### src/rtl/data0_packet_assembler_pkg.sv
// Shared definitions for the DATA0 packet assembler and the downstream
// Data0_pack unpack/check stage: packet geometry and FSM state encodings.
package data0_packet_assembler_pkg;

    // Full DATA0 packet: PID (8) + 128 data bytes (1024) + CRC16 (16)
    localparam int PACKET_WIDTH = 1048;
    localparam int PKT_BYTES    = PACKET_WIDTH / 8;

    // Index of the final (CRC low) byte within a packet
    localparam logic [7:0] LAST_IDX = 8'(PKT_BYTES - 1);

    typedef enum logic [1:0] {
        ST_IDLE    = 2'd0,
        ST_COLLECT = 2'd1,
        ST_HOLD    = 2'd2,
        ST_DRAIN   = 2'd3
    } state_e;

    // Top bit of byte lane k inside the packet word; byte 0 (PID) sits at the MSBs
    function automatic logic [10:0] lane_top(input logic [7:0] idx);
        return 11'(PACKET_WIDTH - 1) - {idx, 3'b000};
    endfunction

endpackage

### src/rtl/data0_packet_assembler.sv
// Byte-serial to parallel assembler for DATA0 packets. Collects PID, payload
// and CRC bytes into one packet word, holds it under valid/ready, and flags
// framing errors (short, long, restart) with a one-cycle len_error pulse.
// CRC and PID checking are left to the downstream stage.
module data0_packet_assembler
    import data0_packet_assembler_pkg::*;
(
    input  logic                    clk,
    input  logic                    reset_L,
    input  logic [7:0]              byte_in,
    input  logic                    byte_valid,
    input  logic                    byte_sop,
    input  logic                    byte_eop,
    output logic                    byte_ready,
    output logic [PACKET_WIDTH-1:0] packet_out,
    output logic                    packet_valid,
    input  logic                    packet_ready,
    output logic                    len_error
);

    state_e                  state_q, state_d;
    logic [7:0]              cnt_q, cnt_d;
    logic [PACKET_WIDTH-1:0] pkt_q;
    logic                    valid_q;
    logic                    err_q, err_d;
    logic                    wr_en;
    logic [7:0]              wr_idx;
    logic                    acc;

    // Bytes are refused only while a finished packet waits for the consumer
    assign byte_ready   = (state_q != ST_HOLD);
    assign acc          = byte_valid && byte_ready;
    assign packet_out   = pkt_q;
    assign packet_valid = valid_q;
    assign len_error    = err_q;

    // Next-state, counter, byte-lane write enable and framing-error detection
    always_comb begin
        state_d = state_q;
        cnt_d   = cnt_q;
        err_d   = 1'b0;
        wr_en   = 1'b0;
        wr_idx  = cnt_q;
        unique case (state_q)
            ST_IDLE, ST_DRAIN: begin
                if (acc) begin
                    if (byte_sop) begin
                        wr_en  = 1'b1;
                        wr_idx = 8'd0;
                        if (byte_eop) begin
                            // A one-byte packet can never be complete
                            err_d   = 1'b1;
                            cnt_d   = 8'd0;
                            state_d = ST_IDLE;
                        end else begin
                            cnt_d   = 8'd1;
                            state_d = ST_COLLECT;
                        end
                    end else if (state_q == ST_DRAIN && byte_eop) begin
                        state_d = ST_IDLE;
                    end
                end
            end
            ST_COLLECT: begin
                if (acc) begin
                    wr_en = 1'b1;
                    if (byte_sop) begin
                        // Restart: abandon the partial packet, this byte is the new PID
                        err_d  = 1'b1;
                        wr_idx = 8'd0;
                        if (byte_eop) begin
                            cnt_d   = 8'd0;
                            state_d = ST_IDLE;
                        end else begin
                            cnt_d = 8'd1;
                        end
                    end else if (byte_eop) begin
                        cnt_d = 8'd0;
                        if (cnt_q == LAST_IDX) begin
                            state_d = ST_HOLD;
                        end else begin
                            err_d   = 1'b1;
                            state_d = ST_IDLE;
                        end
                    end else if (cnt_q == LAST_IDX) begin
                        // Packet is full but the sender keeps going
                        err_d   = 1'b1;
                        cnt_d   = 8'd0;
                        state_d = ST_DRAIN;
                    end else begin
                        cnt_d = cnt_q + 8'd1;
                    end
                end
            end
            ST_HOLD: begin
                if (packet_ready) begin
                    state_d = ST_IDLE;
                end
            end
            default: begin
                state_d = ST_IDLE;
                cnt_d   = 8'd0;
            end
        endcase
    end

    // FSM state, byte counter and registered status outputs
    always_ff @(posedge clk or negedge reset_L) begin
        if (!reset_L) begin
            state_q <= ST_IDLE;
            cnt_q   <= 8'd0;
            valid_q <= 1'b0;
            err_q   <= 1'b0;
        end else begin
            state_q <= state_d;
            cnt_q   <= cnt_d;
            valid_q <= (state_d == ST_HOLD);
            err_q   <= err_d;
        end
    end

    // Packet word: one byte lane written per accepted byte, frozen during HOLD
    always_ff @(posedge clk or negedge reset_L) begin
        if (!reset_L) begin
            pkt_q <= '0;
        end else if (wr_en) begin
            pkt_q[lane_top(wr_idx) -: 8] <= byte_in;
        end
    end

endmodule

### config.mk
export PLATFORM = sky130hd
export DESIGN_NAME = data0_packet_assembler
export DESIGN_NICKNAME = d
export VERILOG_FILES = /design/src/rtl/data0_packet_assembler_pkg.sv /design/src/rtl/data0_packet_assembler.sv
export SDC_FILE = /design/constraint.sdc
export NUM_CORES = 2
export LEC_CHECK = 0
export CAP_MARGIN = 20
export CORE_AREA = 4 4 418 420
export CTS_CLUSTER_DIAMETER = 150
export DETAILED_ROUTE_END_ITERATION = 6
export DIE_AREA = 0 0 422 424
export MAX_ROUTING_LAYER = met4
export PLACE_DENSITY = 0.56
export SYNTH_ARGS = -nofsm -noshare
export SYNTH_HDL_FRONTEND = slang
export SYNTH_SLANG_ARGS = --single-unit
### constraint.sdc
create_clock -name clk -period 4.9 [get_ports clk]
set_input_delay 0.49 -clock clk [delete_from_list [all_inputs] [get_ports clk]]
set_output_delay 0.49 -clock clk [all_outputs]
set_load 0.01 [all_outputs]
# == After elaboration in Yosys (flattened, before gate mapping) ==
# Cells that the tools add are included.
# word_totals
register_bits,1060
input_bits,14
output_inout_bits,1051
wordCells,63
# op_classes
addsub,3
eq_ne,9
shift,2
muxes,37
reduce_logical,7
# op_table
op,n
8-bit by 13-bit variable shift with 1055-bit output (first input constant),1
8-bit by 13-bit variable part select with 1055-bit output,1
1048-bit bitwise mux,1
8-bit 2-to-1 mux,9
2-bit 2-to-1 mux,10
8-bit one-hot mux with 2 select lines,1
1-bit 2-to-1 mux,13
11-bit negation with 13-bit output,1
11-bit subtractor (first input constant),1
8-bit by 1-bit adder with 8-bit output (second input constant),1
8-bit == test (second input constant),1
2-bit != test (second input constant),4
2-bit == test (second input constant),3
2-bit one-hot mux with 3 select lines,1
1-bit one-hot mux with 2 select lines,2
4-bit AND reduction,1
3-bit OR reduction,1
2-bit by 1-bit == test with 1-bit output (second input constant),1
1-bit logical AND,2
2-bit logical NOT,1
2-bit nonzero test,1
2-bit OR reduction,1

# == Depth between registers and ports, before layout ==
# logic_depth
depth_word,8
ltp_mapped,17
ltp_nobuf,12

# == Least setup slack after synthesis ==
# Ideal clock, no wire load.
# synth_timing
path_kind,flip-flop to flip-flop
from,reg state_q[0]
to,"reg pkt_q[976], in the netlist packet_out[976]"
setup_ps,125
t_arrival_ps,4386
required_ps,4775
setup_slack_ps,389
stages_incl_launch_ff,15
n_path_buf,4
synth_period_minus_slack_ps,4511
path_cell_list,dfrtp_1 -> inv_1 -> ha_1 -> clkbuf_1 -> nand3b_1 -> clkbuf_1 -> buf_1 -> and2_1 -> ha_1 -> or3b_2 -> a221oi_4 -> nor2_1 -> buf_2 -> nor4_4 -> mux2_2
# synth_via
elab_chain_cells,8
elab_cells_between_ends,17
cone_classes,2 x add/sub; 3 x eq/ne; 2 x shift; 6 x mux; 4 x reduce/logical
# synth_rtl
element,line_no,rtl
from (decl),data0_packet_assembler.sv:21,"state_e state_q, state_d;"
from (signal assigned),data0_packet_assembler.sv:115,state_q <= state_d;
2-bit != test,data0_packet_assembler.sv:31,assign byte_ready = (state_q != ST_HOLD);
1-bit logical AND,data0_packet_assembler.sv:32,assign acc = byte_valid && byte_ready;
8-bit 2-to-1 mux,data0_packet_assembler.sv:46,if (acc) begin
8-bit 2-to-1 mux,--,
11-bit subtractor,data0_packet_assembler_pkg.sv:21,"return 11'(PACKET_WIDTH - 1) - {idx, 3'b000};"
11-bit negation with 13-bit output,data0_packet_assembler.sv:127,pkt_q[lane_top(wr_idx) -: 8] <= byte_in;
8-bit by 13-bit variable part select with 1055-bit output / 8-bit by 13-bit variable shift with 1055-bit output (equally long branches),data0_packet_assembler.sv:127,
1048-bit bitwise mux,data0_packet_assembler.sv:127,
"to (signal, indexed assignment)",data0_packet_assembler.sv:127,
to (decl),data0_packet_assembler.sv:23,logic [PACKET_WIDTH-1:0] pkt_q;
# Parallel ways exist; a longest one is shown, timed or not.
# A chain may end at the register's enable or synchronous reset.

# == Worst setup path in the final report ==
# layout_timing
from,reg state_q[0]
to,"reg pkt_q[1000], in the netlist packet_out[1000]"
# The elaborated chain is that of the path after synthesis.

==> key figures <==
Clocking
  – CTS root buffer: clkbuf_16
  – Post-CTS setup buffers: 0
  – Quantity of gates resized following cts: 0
  – H-tree depth: 3
  – Worst-path clk slew: 0.06 ns
  – Worst skew pair latency: 0.77 ns
  – TritonCTS buffer count: 121
  – CTS Buffer Depth: 3
  – CTS tree: done
  – Hold buffer count at CTS: 1
  – Sink Count: 1060

Worst setup path
  – Flop-to-flop setup slack: 0.47 ns
  – Required time of the critical path: 5.55 ns
  – Crit-path max FO: 11
  – Data arrival, critical path: 5.08 ns
  – Critical path endpoint category: flip-flop
  – Cells on worst reg2reg path: 14
  – Setup crit start kind: flip-flop
  – Critical path class: reg2reg

Layout
  – Share of cells above drive strength 1: 35.0%
  – Layout area overhead: 43.6%
  – Fillers: 16400
  – Nets@finish: 4244
  – FF/Latch Area: 0.0265 sq mm
  – Area of the multi-input gates: 0.0165 sq mm
  – Post-layout util: 36.6%

Global routing
  – Largest net degree at the start of global routing: 149
  – Total gr overflow: 0
  – Gr usage total: 22.2%
  – Vias in the first global route: 32200
  – Global-route wire length before repair: 273 mm
  – Initial antenna violation count: 19

Timing
  – Least-Margin Pin Slew: 1.13 ns
  – Worst relative slew slack: 24.6%
  – Fmax: 0.226 GHz
  – Final Hold Viols: 0
  – Max Clock Skew: 0.0253 ns
  – RSZ-0062 raised after global routing: false
  – TNS Setup: 0 ns
  – Slew Limit Fails: 0
  – # setup viols final: 0
  – Min Tclk post-route: 4.43 ns
  – Tcrit/Tclk final: 90.3%

Detailed routing
  – 1st-iter DRT viols: 2152
  – # DRC: 0
  – Drt pass-1 iters: 5
  – DR WL/cell: 30.3 um
  – Number of routed nets with antenna violations: 0
  – Final WL: 199 mm
  – Vias per cell: 4.78
  – Total number of vias: 31400

Synthesis
  – Synthesized net count: 3007
  – Post-synth EDFFs: 0
  – Synth Instances: 2982
  – Register area share after synthesis: 60.9%
  – FFs w/ async S/R, synth: 100%
  – Seq cells post-synth: 1060
  – Most used DFF post-synth: dfrtp_1
  – Synth Area per Inst: 14.6 sq um
  – Unique masters post-synth: 63
  – YS warnings: 0
  – Cell Area, Synth: 0.0436 sq mm

Place
  – Placer Congestion: 0.885
  – Dpl hpwl: 151 mm
  – # port buffers: 1064

Outcome
  – Outcome: finished clean

Pwr
  – PwrDens: 365 mW/mm^2
  – Worst vdd ir: 0.329 mV
  – Lkg Pwr: 28.7 nW

Floorplanning
  – IO Count: 1065
  – Core Area: 0.171 sq mm
  – Initial Util: 25.5%
  – Chip height: 424 um
  – Total die area: 0.179 sq mm
  – Die width: 422 um
  – # rows: 152

Job
  – MaxCap Viol Count: 0

Min path
  – HP Class: in2reg
  – Worst Hold Depth: 4
-- report_power, final --
group	leakage, nW	internal, W	switching [W]
Sequential	14.8	0.00888	0.000101
Clock	2.13	0.00588	0.00395
Combinational	11.8	0.00108	0.00294
Total	28.7	0.0158	0.00699
-- state kept, by name, summed over array words and instances, names as in the netlist --
name,cells
len_error,1
cnt_q,8
packet_out,1048
packet_valid,1
state_q,2
-- cells in the final DEF (no fill, tap or decap), drive strengths merged, types with 52 or more instances in the layout --
cell and n:
buf 214, nor3b 83, o21ai 115, nor2 155, mux2 1000, and3 52
clkdlybuf4s50 1055, nor3 99, clkbuf 174, dfrtp 1060
-- synthesized netlist by cell type, drive strengths merged (2+ instances only) --
library cell	instances	area (sq um)
dfrtp	1060	26500
mux2	1000	11300
nor2	155	602
clkbuf	128	480
o21ai	115	576
nor3	99	890
nor3b	83	623
and3	52	325
nand2	32	128
nand3	31	180
buf	28	139
nor4	22	459
or2	22	138
o21bai	14	105
ha	11	138
a211oi	10	75.1
inv	10	37.5
nand3b	10	75.1
a21oi	9	45.0
o211ai	9	67.6
nand2b	7	43.8
nand4	7	43.8
nor2b	7	43.8
xnor2	6	52.6
or3	5	31.3
or4b	5	50.1
xor2	4	35.0
a211o	3	26.3
a21o	3	22.5
a221oi	3	43.8
or4	3	22.5
a31oi	2	12.5
and2	2	12.5
mux2i	2	20.0
nand4b	2	17.5
nor4bb	2	20.0
o221ai	2	17.5
o22ai	2	12.5
o31a	2	17.5
-- metrics by stage --
step                worst slack, ns  instances  cell area [sq um]  power, W  hold slack (ns)
detailed placement           0.0839       6327              58200    0.0132            0.481
global placement             0.0810       6323              58100    0.0132            0.475
finish                        0.473       6572              62600    0.0228            0.425
CTS                           0.475       6555              62500    0.0232            0.339
global route                  0.252       6559              62500    0.0237            0.400
floorplan                     0.389       2982              43600    0.0110            0.194
-- layer usage --
layer	track usage, %	vias to the layer above	wire length (um)	share of wire [%]
li1	-	13200	-	-
met1	26.8	16800	81000	41
met2	36.7	1061	98300	49
met3	4.18	308	10500	5.3
met4	9.03	0	8940	4.5
met5	-	-	0	0
-- cell families (layout without fill, tap and decap cells) --
logic type	Yosys count	count (layout)	share of synthesized area, %
fa+ha+maj	11	11	0.316
xor+xnor	10	10	0.201
buf+inv	166	1507	1.51
flops	1060	1060	60.9
simple gates	550	550	8.59
mux	1002	1002	25.9
other cells	0	16	0
compound gates	183	183	2.60
-- critical path: stages (launching register included) --
cell,delay (ns)
dfrtp_1,0.41
inv_1,0.06
ha_1,0.24
nand3b_1,0.20
buf_4,0.21
nand2_1,0.17
inv_1,0.11
ha_1,0.27
ha_1,0.47
nor2b_1,0.23
and3_1,0.24
nand3_4,0.27
buf_4,0.36
nor4_4,0.63
mux2_2,0.42
-- final cells by class --
| class | instances | share of cell area [%] |
|---|---|---|
| sequential | 1060 | 42.4 |
| antenna | 16 | 0.0640 |
| timing repair buffer | 1270 | 19.7 |
| clock inverter | 53 | 1.32 |
| clock buffer | 174 | 5.59 |
| multi-input combinational | 1756 | 26.4 |
| inverter | 10 | 0.0600 |
| tap | 2233 | 4.47 |
-- worst paths after layout --
| path | startpoint | end |
|---|---|---|
| min reg2reg | packet_out[266] | packet_out[266] |
| max reg2reg | state_q[0] | packet_out[1000] |
| max | state_q[0] | packet_out[1000] |
| min in group asynchronous | reset_L | packet_out[852] |
| max in group asynchronous | reset_L | packet_out[921] |
| min | byte_in[1] | packet_out[137] |
No activity file was read; power rests on OpenSTA's default activity.
